<file path="config.mk">
export PLATFORM = sky130hd
export DESIGN_NAME = impl_obi_mem_bridge
export DESIGN_NICKNAME = d
export VERILOG_FILES = /design/src/rtl/impl_mem_pkg.sv /design/src/rtl/impl_lfsr16.sv /design/src/rtl/impl_obi_mem_bridge.sv
export SDC_FILE = /design/constraint.sdc
export NUM_CORES = 1
export LEC_CHECK = 0
export CAP_MARGIN = 25
export CORE_MARGIN = 3
export CORE_UTILIZATION = 31
export CTS_CLUSTER_SIZE = 12
export DETAILED_ROUTE_END_ITERATION = 12
export PLACE_DENSITY = 0.82
export SLEW_MARGIN = 20
export SYNTH_ARGS = -nofsm -noshare
export SYNTH_HDL_FRONTEND = slang
export SYNTH_SLANG_ARGS = --single-unit
</file>
<file path="constraint.sdc">
create_clock -name clk_i -period 1.45 [get_ports clk_i]
set_input_delay 0.2175 -clock clk_i [delete_from_list [all_inputs] [get_ports clk_i]]
set_output_delay 0.2175 -clock clk_i [all_outputs]
set_load 0.01 [all_outputs]
</file>
<file path="src/rtl/impl_mem_pkg.sv">
// Shared types and constants for the OBI-to-RAM bridge.
package impl_mem_pkg;

    typedef enum logic {IDLE, STALL} state_e;

    localparam logic [31:0] OOB_RDATA          = 32'hDEAD_BEEF;
    localparam logic [15:0] LFSR_SEED_DEFAULT  = 16'hACE1;
    // Fibonacci taps 16,14,13,11 expressed as bit positions 15,13,12,10.
    localparam logic [15:0] LFSR_TAPS          = 16'hB400;

endpackage

</file>
<file path="src/rtl/impl_lfsr16.sv">
// 16-bit Fibonacci LFSR used to pick pseudo-random grant stalls.
module impl_lfsr16
    import impl_mem_pkg::*;
(
    input  logic        clk_i,
    input  logic        rst_ni,
    input  logic [15:0] seed,
    input  logic        en,
    output logic [15:0] value
);

    logic [15:0] value_q;

    always_ff @(posedge clk_i or negedge rst_ni) begin
        if (!rst_ni) begin
            value_q <= seed;
        end else if (en) begin
            value_q <= {value_q[14:0], ^(value_q & LFSR_TAPS)};
        end
    end

    assign value = value_q;

endmodule

</file>
<file path="src/rtl/impl_obi_mem_bridge.sv">
// OBI-style core port to single RAM port bridge with read-data hold and range checking.
// Build macro IMPL_MEM_STALL_EN adds pseudo-random grant back-pressure.
module impl_obi_mem_bridge
    import impl_mem_pkg::*;
#(
    parameter int unsigned ADDR_WIDTH = 22,
    parameter int unsigned STALL_MAX  = 3,
    parameter logic [15:0] LFSR_SEED  = LFSR_SEED_DEFAULT
) (
    input  logic                  clk_i,
    input  logic                  rst_ni,
    input  logic                  req_i,
    output logic                  gnt_o,
    input  logic [31:0]           addr_i,
    input  logic                  we_i,
    input  logic [3:0]            be_i,
    input  logic [31:0]           wdata_i,
    output logic                  rvalid_o,
    output logic [31:0]           rdata_o,
    output logic                  err_o,
    output logic                  ram_en_o,
    output logic [ADDR_WIDTH-1:0] ram_addr_o,
    output logic                  ram_we_o,
    output logic [3:0]            ram_be_o,
    output logic [31:0]           ram_wdata_o,
    input  logic [31:0]           ram_rdata_i
);

    logic        in_range;
    logic        acc;
    logic        rvalid_q;
    logic        rd_q;
    logic        oob_q;
    logic        err_q;
    logic [31:0] rdata_q;

    assign in_range = (addr_i >> ADDR_WIDTH) == 32'd0;
    assign acc      = req_i & gnt_o;

`ifdef IMPL_MEM_STALL_EN
    localparam int unsigned CNT_W = $clog2(STALL_MAX + 1);

    state_e           state_q, state_d;
    logic [CNT_W-1:0] cnt_q, cnt_d;
    logic [CNT_W-1:0] cnt_load;
    logic             stalled_q, stalled_d;
    logic [15:0]      lfsr;

    impl_lfsr16 u_lfsr (
        .clk_i  (clk_i),
        .rst_ni (rst_ni),
        .seed   (LFSR_SEED),
        .en     (1'b1),
        .value  (lfsr)
    );

    assign cnt_load = CNT_W'(32'd1 + (32'(lfsr[3:2]) % STALL_MAX));

    // stalled_q lets a request that already sat out a stall be granted without re-rolling.
    always_comb begin
        state_d   = state_q;
        cnt_d     = cnt_q;
        stalled_d = stalled_q;
        gnt_o     = 1'b0;
        unique case (state_q)
            IDLE: begin
                if (!req_i) begin
                    stalled_d = 1'b0;
                end else if ((lfsr[1:0] != 2'b00) && !stalled_q) begin
                    state_d = STALL;
                    cnt_d   = cnt_load;
                end else begin
                    gnt_o     = rst_ni;
                    stalled_d = 1'b0;
                end
            end
            STALL: begin
                cnt_d = cnt_q - 1'b1;
                if (!req_i) begin
                    state_d   = IDLE;
                    stalled_d = 1'b0;
                end else if (cnt_q == CNT_W'(1)) begin
                    state_d   = IDLE;
                    stalled_d = 1'b1;
                end
            end
            default: state_d = IDLE;
        endcase
    end

    always_ff @(posedge clk_i or negedge rst_ni) begin
        if (!rst_ni) begin
            state_q   <= IDLE;
            cnt_q     <= '0;
            stalled_q <= 1'b0;
        end else begin
            state_q   <= state_d;
            cnt_q     <= cnt_d;
            stalled_q <= stalled_d;
        end
    end

    req_stable: assert property (@(posedge clk_i) disable iff (!rst_ni)
        (req_i && !gnt_o) |=> (req_i && $stable({addr_i, we_i, be_i, wdata_i})));
`else
    logic unused_cfg;

    assign gnt_o      = req_i & rst_ni;
    assign unused_cfg = ^{LFSR_SEED, STALL_MAX[0]};
`endif

    assign ram_en_o    = acc & in_range;
    assign ram_we_o    = acc & we_i & in_range;
    assign ram_addr_o  = addr_i[ADDR_WIDTH-1:0];
    assign ram_be_o    = be_i;
    assign ram_wdata_o = wdata_i;

    always_ff @(posedge clk_i or negedge rst_ni) begin
        if (!rst_ni) begin
            rvalid_q <= 1'b0;
            rd_q     <= 1'b0;
            oob_q    <= 1'b0;
            err_q    <= 1'b0;
            rdata_q  <= '0;
        end else begin
            rvalid_q <= acc;
            rd_q     <= acc & ~we_i & in_range;
            oob_q    <= acc & ~in_range;
            err_q    <= err_q | (acc & ~in_range);
            if (rvalid_q && rd_q) begin
                rdata_q <= ram_rdata_i;
            end
        end
    end

    // RAM read data is only trusted in its own response cycle; elsewhere the port free-runs.
    always_comb begin
        rdata_o = rdata_q;
        if (rvalid_q) begin
            if (oob_q) begin
                rdata_o = OOB_RDATA;
            end else if (rd_q) begin
                rdata_o = ram_rdata_i;
            end
        end
    end

    assign rvalid_o = rvalid_q;
    assign err_o    = err_q;

endmodule
</file>
==> impl_metrics.csv, run 1 <==
group,metric,value,unit
clocking,cts_sinks,36,
power_and_ir_drop,ir_worst_vdd,336.2,uV
worst_setup_path,r2r_slack,-0.09,ns
worst_hold_path,hold_path.class,"in -> async",
grt,grt_antenna_before_repair,0,
final_layout,antenna_cells,0,
worst_setup_path,cp-end-kind,"primary output",
clocking,clk_pin_slew,0.07,ns
place,dpl.hpwl,3.819,mm
power_and_ir_drop,powerDensity,658.0,nW/um^2
routing,post_drt_wl_per_cell,18.54,um
routing,drtPass1Iterations,2,
synthesis,synth_area_leaders,"dfrtp_1 42%, mux2_4 21%, buf_4 21%, nand2b_1 7.1%, and2_1 2.7%",
worst_setup_path,crit_arrival,1.67,ns
grt,overflow,0,
clocking,h-tree-depth,2,
synthesis,synth_compound_area_share,0.2948,%
timing,fmax,0.5284,GHz
worst_setup_path,startpoint,"rvalid_o",
synthesis,synthMuxAreaShare,22.29,%
timing,finalCritPeriodShare,130.5,%
synthesis,netlist.area_leader.share,42.45,%
timing,max_slew_margin,69.63,%
clocking,numCtsBuffers,5,
clocking,hold_buffers,0,
grt,grt_pass1_vias,1659,
die,chipHeight,88.74,um
routing,avgViaCountPerCell,4.547,
die,ios,199,
synthesis,ys_ff_latch,36,
synthesis,synthTopCellsByCount,"58 x buf_4, 36 x dfrtp_1, 30 x mux2_4",
run_status,violations,"setup timing",
timing,maxSlewViolCount,0,
clocking,root_buffer,"clkbuf_8",
final_layout,drive_gt1_share,68.97,%
power_and_ir_drop,p_leak,1.877,nW
final_layout,seq_area,900.9,um^2
routing,wl,6.267,mm
timing,grt_setup_unrepaired,"true",
worst_setup_path,r2r-start,"rvalid_o",
routing,ant_nets,0,
clocking,worst_skew_pair.late_latency,0.28,ns
synthesis,synth_top_cell_by_area,"dfrtp_1",
worst_setup_path,startpoint_type,"register",
timing,setup_ws,-0.4425,ns
grt,grt_pass1_wl,8.721,mm
synthesis,syn-cell-area,2122,um^2
final_layout,fillers,550,
routing,drtIter0Drc,13,
place,gp_congestion,0.6842,
timing,period_needed,1.892,ns
grt,grt_max_degree,37,
timing,finalSetupViolCount,34,
place,numPlacedInstances,290,
die,initial_core_util,32.67,%
final_layout,nets,365,
routing,route.vias.total,1537,
synthesis,synth_cell_types,17,
synthesis,yosysMostFrequentCell,"buf_4",
grt,globalRouteTotalUtil,14.80,%
synthesis,synthesis.nets,280,
synthesis,synth_xor_area_share,0,%
run_status,status,"finished with violations",
worst_setup_path,critical_path_class,"reg -> out",
final_layout,multi_input_area,1005,um^2
die,coreArea,6495,um^2
synthesis,synth_ff_type,"dfrtp_1",
clocking,cts_tree,"done",
synthesis,synth_edf_count,0,
worst_setup_path,crit_fanout,6,
synthesis,syn_inst,176,
synthesis,synthArstFlopShare,100.0,%
synthesis,syn_area_per_cell,12.06,um^2
timing,hold_viol_final,0,
place,port_buffers,82,
flow_run,cap_viol_max_count,0,
clocking,ctsLongestPathBuffers,2,
routing,drc,0,
timing,worst_slew_pin_slew,0.4556,ns
die,row_count,29,
timing,fin_skew,0.006586,ns
die,die-area,7874,um^2
synthesis,ys_seq_area_share,42.45,%
synthesis,yosys_warnings,0,
synthesis,synth_top_family_by_area,"buffers and inverters",
final_layout,syn2layout_area_growth,66.63,%
worst_setup_path,crit_required,1.23,ns
synthesis,yosys.area_share.simple,12.15,%
final_layout,final_cells,338,
synthesis,synth-adder-area-share,0,%
die,die_width,88.74,um
timing,tns,-12.20,ns
-- critical path: stages, from the launching register on --
cell and delay [ns]:
dfrtp_1 0.41, nand2_4 0.16, buf_12 0.14, buf_16 0.11, mux2_4 0.30, nand2b_1 0.14
buf_2 0.14
-- cells by family after synthesis --
group           count (synthesis)
compound gates                  1
buf+inv                        65
flops                          36
mux                            32
simple gates                   42
-- per-stage QoR --
stage | hold WS, ns | util, % | setup slack [ns] | power (mW) | area (um^2)
2_1_floorplan | -0.07809 | - | 0.01498 | 1.394 | 2122
4_1_cts | 0.04758 | 51.42 | -0.5356 | 2.270 | 3339
3_5_place_dp | 0.3587 | 42.09 | -0.7097 | 1.541 | 2734
6_report | 0.02298 | 54.44 | -0.4425 | 2.327 | 3536
5_1_grt | 0.06357 | 54.44 | -0.5116 | 2.438 | 3536
3_3_place_gp | 0.3683 | 42.09 | -0.6551 | 1.533 | 2734
-- report_power, final --
group          switching, mW  internal, mW
Sequential            0.0160          1.05
Clock                  0.330         0.326
Combinational          0.199         0.403
Total                  0.546          1.78
-- layout by cell type (no fill, tap or decap), drive strengths merged, types with 2 or more instances in the layout --
cell type	count
mux2	32
dlygate4sd2	3
buf	99
clkdlybuf4s50	33
nand2	3
nor4	2
dlymetal6s2s	2
dfrtp	36
and2	9
nand2b	24
clkbuf	8
clkdlybuf4s15	3
-- cell type report --
class | count | area share (%)
multi-input cells | 75 | 28.41
flip-flops and latches | 36 | 25.48
inverters | 1 | 0.1062
clock buffers | 6 | 2.052
repair buffers | 142 | 41.08
clock inverters | 1 | 0.1415
well taps | 77 | 2.725
-- flip-flops by register name, summed over array words and instances (netlist names) --
| signal | flops |
|---|---|
| err_o | 1 |
| oob_q | 1 |
| rd_q | 1 |
| rdata_q | 32 |
| rvalid_o | 1 |
-- what timing repair did --
item                       in CTS  in global routing
setup endpoints to repair      36                 43
pin swaps                      15                  4
gates resized for setup       218                 55
buffers inserted               36                 11
gates cloned                    4                  1
-- metal layers --
layer / GRT usage [%] / vias to the layer above / share of wire [%]
met1: 15.60 / 746 / 34
li1: - / 680 / -
met3: 5.493 / 23 / 8.3
met2: 26.99 / 88 / 56
met4: 4.945 / 0 / 2.2
met5: 0 / - / 0
-- final timing paths --
kind,end,cells past startpoint
setup / recovery,rdata_o[6],6
hold / removal,rdata_q[8],2
setup reg to reg,rdata_q[18],7
hold reg to reg,err_o,1
max in group asynchronous,oob_q,2
min in group clk_i,rvalid_o,4
Note: power is estimated with default switching activity, not from simulation.
==> run 2: changes to the inputs <==
Settings changed: SETUP_SLACK_MARGIN from default to 0.15, SYNTH_HIERARCHICAL from default to 1.
==> run 2 against run 1 <==
  * The flow still finishes with violations (setup timing)
  * Final area decreased by 4.5%
  * Critical path depth unchanged
  * Global-route usage decreased by 1.5 points
  * Worst setup slack improved by 0.041 ns
==> impl_metrics.csv, run 2 <==
group,metric,value,unit
run_status,status,"finished with violations",
run_status,violations,"setup timing",
final_layout,syn2layout_area_growth,59.14,%
grt,grt_use_met3,9.032,%
clocking,numCtsBuffers,5,
worst_setup_path,critical_path_class,"reg -> out",
final_layout,drive_gt1_share,67.50,%
final_layout,final_cells,317,
timing,fin_skew,0.005255,ns
die,row_count,29,
die,coreArea,6495,um^2
timing,fmax,0.5400,GHz
final_layout,final_cell_mix,"38 x buf_6, 36 x dfrtp_1, 33 x clkdlybuf4s50_1",
timing,max_slew_margin,70.02,%
timing,worst_slew_pin_slew,0.4497,ns
power_and_ir_drop,clkPwrFrac,42.8,%
final_layout,antenna_cells,0,
worst_setup_path,crit_arrival,1.63,ns
synthesis,netlist.area_leader.share,42.45,%
clocking,root_buffer,"clkbuf_8",
clocking,worst_skew_pair.late_latency,0.28,ns
clocking,hold_buffers,0,
routing,ant_nets,0,
synthesis,synthTopCellsByCount,"58 x buf_4, 36 x dfrtp_1, 30 x mux2_4",
power_and_ir_drop,internal_power,2.279,mW
timing,maxSlewViolCount,0,
clocking,h-tree-depth,2,
grt,grt_pass1_vias,1366,
worst_setup_path,critPathMostFrequentCell,"buf_6",
worst_setup_path,max_stage_delay,0.41,ns
clocking,cts_tree,"done",
power_and_ir_drop,p_switching,0.5437,mW
final_layout,post-route-util,51.99,%
routing,route.vias.total,1391,
place,numPlacedInstances,284,
timing,whs,0.03626,ns
grt,grt_antenna_before_repair,0,
synthesis,ys_ff_latch,36,
grt,grt_max_degree,37,
timing,setup_ws,-0.4018,ns
synthesis,ys_seq_area_share,42.45,%
routing,post_drt_wl_per_cell,17.60,um
worst_setup_path,crit_fanout,5,
final_layout,final_common_cell,"buf_6",
timing,hold_viol_final,0,
worst_setup_path,startpoint_type,"register",
synthesis,synth_ff_type,"dfrtp_1",
synthesis,synthArstFlopShare,100.0,%
grt,grt.busiest_layer,"met2",
worst_setup_path,path_cells,"nand2_4, buf_6, clkbuf_16, mux2_4, nand2b_4, buf_6",
timing,grt_setup_unrepaired,"true",
worst_setup_path,cpMaxStageDelayCell,"dfrtp_1",
synthesis,syn-cell-area,2122,um^2
worst_setup_path,crit_required,1.23,ns
timing,finalSetupViolCount,33,
clocking,cts_sinks,36,
power_and_ir_drop,p_total,2.822,mW
routing,avgViaCountPerCell,4.388,
synthesis,synth_top_cell_by_area,"dfrtp_1",
timing,tns,-11.87,ns
grt,gr-usage-met2,20.65,%
grt,overflow,0,
die,initial_core_util,32.67,%
die,die-area,7874,um^2
place,dpl.hpwl,4.043,mm
timing,period_needed,1.852,ns
synthesis,yosysMostFrequentCell,"buf_4",
routing,drtPass1Iterations,2,
grt,globalRouteTotalUtil,13.30,%
synthesis,syn_area_per_cell,12.06,um^2
power_and_ir_drop,powerDensity,835.7,nW/um^2
die,ios,199,
power_and_ir_drop,p_leak,1.766,nW
place,gp_congestion,0.6723,
power_and_ir_drop,seq_power_share,37.8,%
routing,drc,0,
synthesis,syn_inst,176,
power_and_ir_drop,combPwrFrac,19.4,%
clocking,ctsLongestPathBuffers,2,
worst_hold_path,hold_path.class,"in -> async",
place,port_buffers,82,
grt,use_met1,14.01,%
synthesis,yosys_warnings,6,
synthesis,synth_edf_count,0,
die,chipHeight,88.74,um
timing,finalCritPeriodShare,127.7,%
power_and_ir_drop,netSwitchingFraction,19.26,%
die,die_width,88.74,um
routing,drtIter0Drc,11,
power_and_ir_drop,ir_worst_vdd,557.7,uV
synthesis,synth_area_leaders,"dfrtp_1 42%, mux2_4 21%, buf_4 21%, nand2b_1 7.1%, and2_1 2.7%",
final_layout,largest_register_ffs,32,
clocking,clk_pin_slew,0.07,ns
grt,grt_pass1_wl,7.783,mm
synthesis,synth_cell_types,17,
synthesis,synthesis.nets,280,
final_layout,largest_register,"rdata_q",
final_layout,nets,343,
flow_run,cap_viol_max_count,0,
worst_setup_path,cp-end-kind,"primary output",
routing,wl,5.580,mm
## run 2: cell type report
class	instances	area, um^2
well taps	77	96.34
flip-flops and latches	36	900.9
repair buffers	120	1227
multi-input cells	75	989.7
fillers	559	3118
clock buffers	5	68.82
inverters	1	3.754
clock inverters	3	90.09
## run 2: through the flow
stage          cell area, um^2  setup slack [ns]
3_3_place_gp              2882           -0.7341
5_1_grt                   3377           -0.4666
6_report                  3377           -0.4018
3_5_place_dp              2882           -0.7789
4_1_cts                   3127           -0.5176
2_1_floorplan             2327           0.05962
## run 2: layer usage
layer,vias up,share of wire [%]
met5,-,0
met4,0,1.9
met3,20,13
met2,100,49
met1,637,36
li1,634,-
## run 2: kinds of logic (layout without fill, tap and decap cells)
kind of cell    count (synthesis)  count (layout)  synth area share [%]
compound gates                  1               1                0.2950
buf+inv                        65             129                 22.82
flops                          36              36                 42.45
mux                            32              32                 22.29
simple gates                   42              42                 12.15
## run 2: power groups by stage
stage / logic [mW] / clock network (mW) / registers [mW]
detailed placement: 0.506 / 0 / 1.09
CTS: 0.521 / 1.24 / 1.07
global route: 0.586 / 1.28 / 1.07
global placement: 0.498 / 0 / 1.08
floorplan: 0.371 / 0 / 1.08
finish: 0.548 / 1.21 / 1.07
## run 2: timing repair
action	4_1_cts	5_1_grt
pin swaps	6	4
cloned	1	2
setup buffers	2	20
gates resized for setup	205	28
endpoints found under the setup margin	38	36
## run 2: worst max-delay path, delay by kind of cell (launching register included)
family,cells,cell delay (ns)
flops,1,0.41
buf+inv,3,0.39
mux,1,0.30
simple gates,2,0.25
## run 2: path summary, 6_finish.rpt
| path | from | end | slack, ns | cells after the start |
|---|---|---|---|---|
| hold / removal | rst_ni | rdata_q[8] | 0.04 | 2 |
| hold reg to reg | err_o | err_o | 0.47 | 1 |
| max in group asynchronous | rst_ni | rdata_q[9] | 1.09 | 2 |
| setup / recovery | rvalid_o | rdata_o[2] | -0.40 | 6 |
| min in group clk_i | rst_ni | rvalid_o | 0.33 | 4 |
| setup reg to reg | rvalid_o | rdata_q[1] | 0 | 6 |
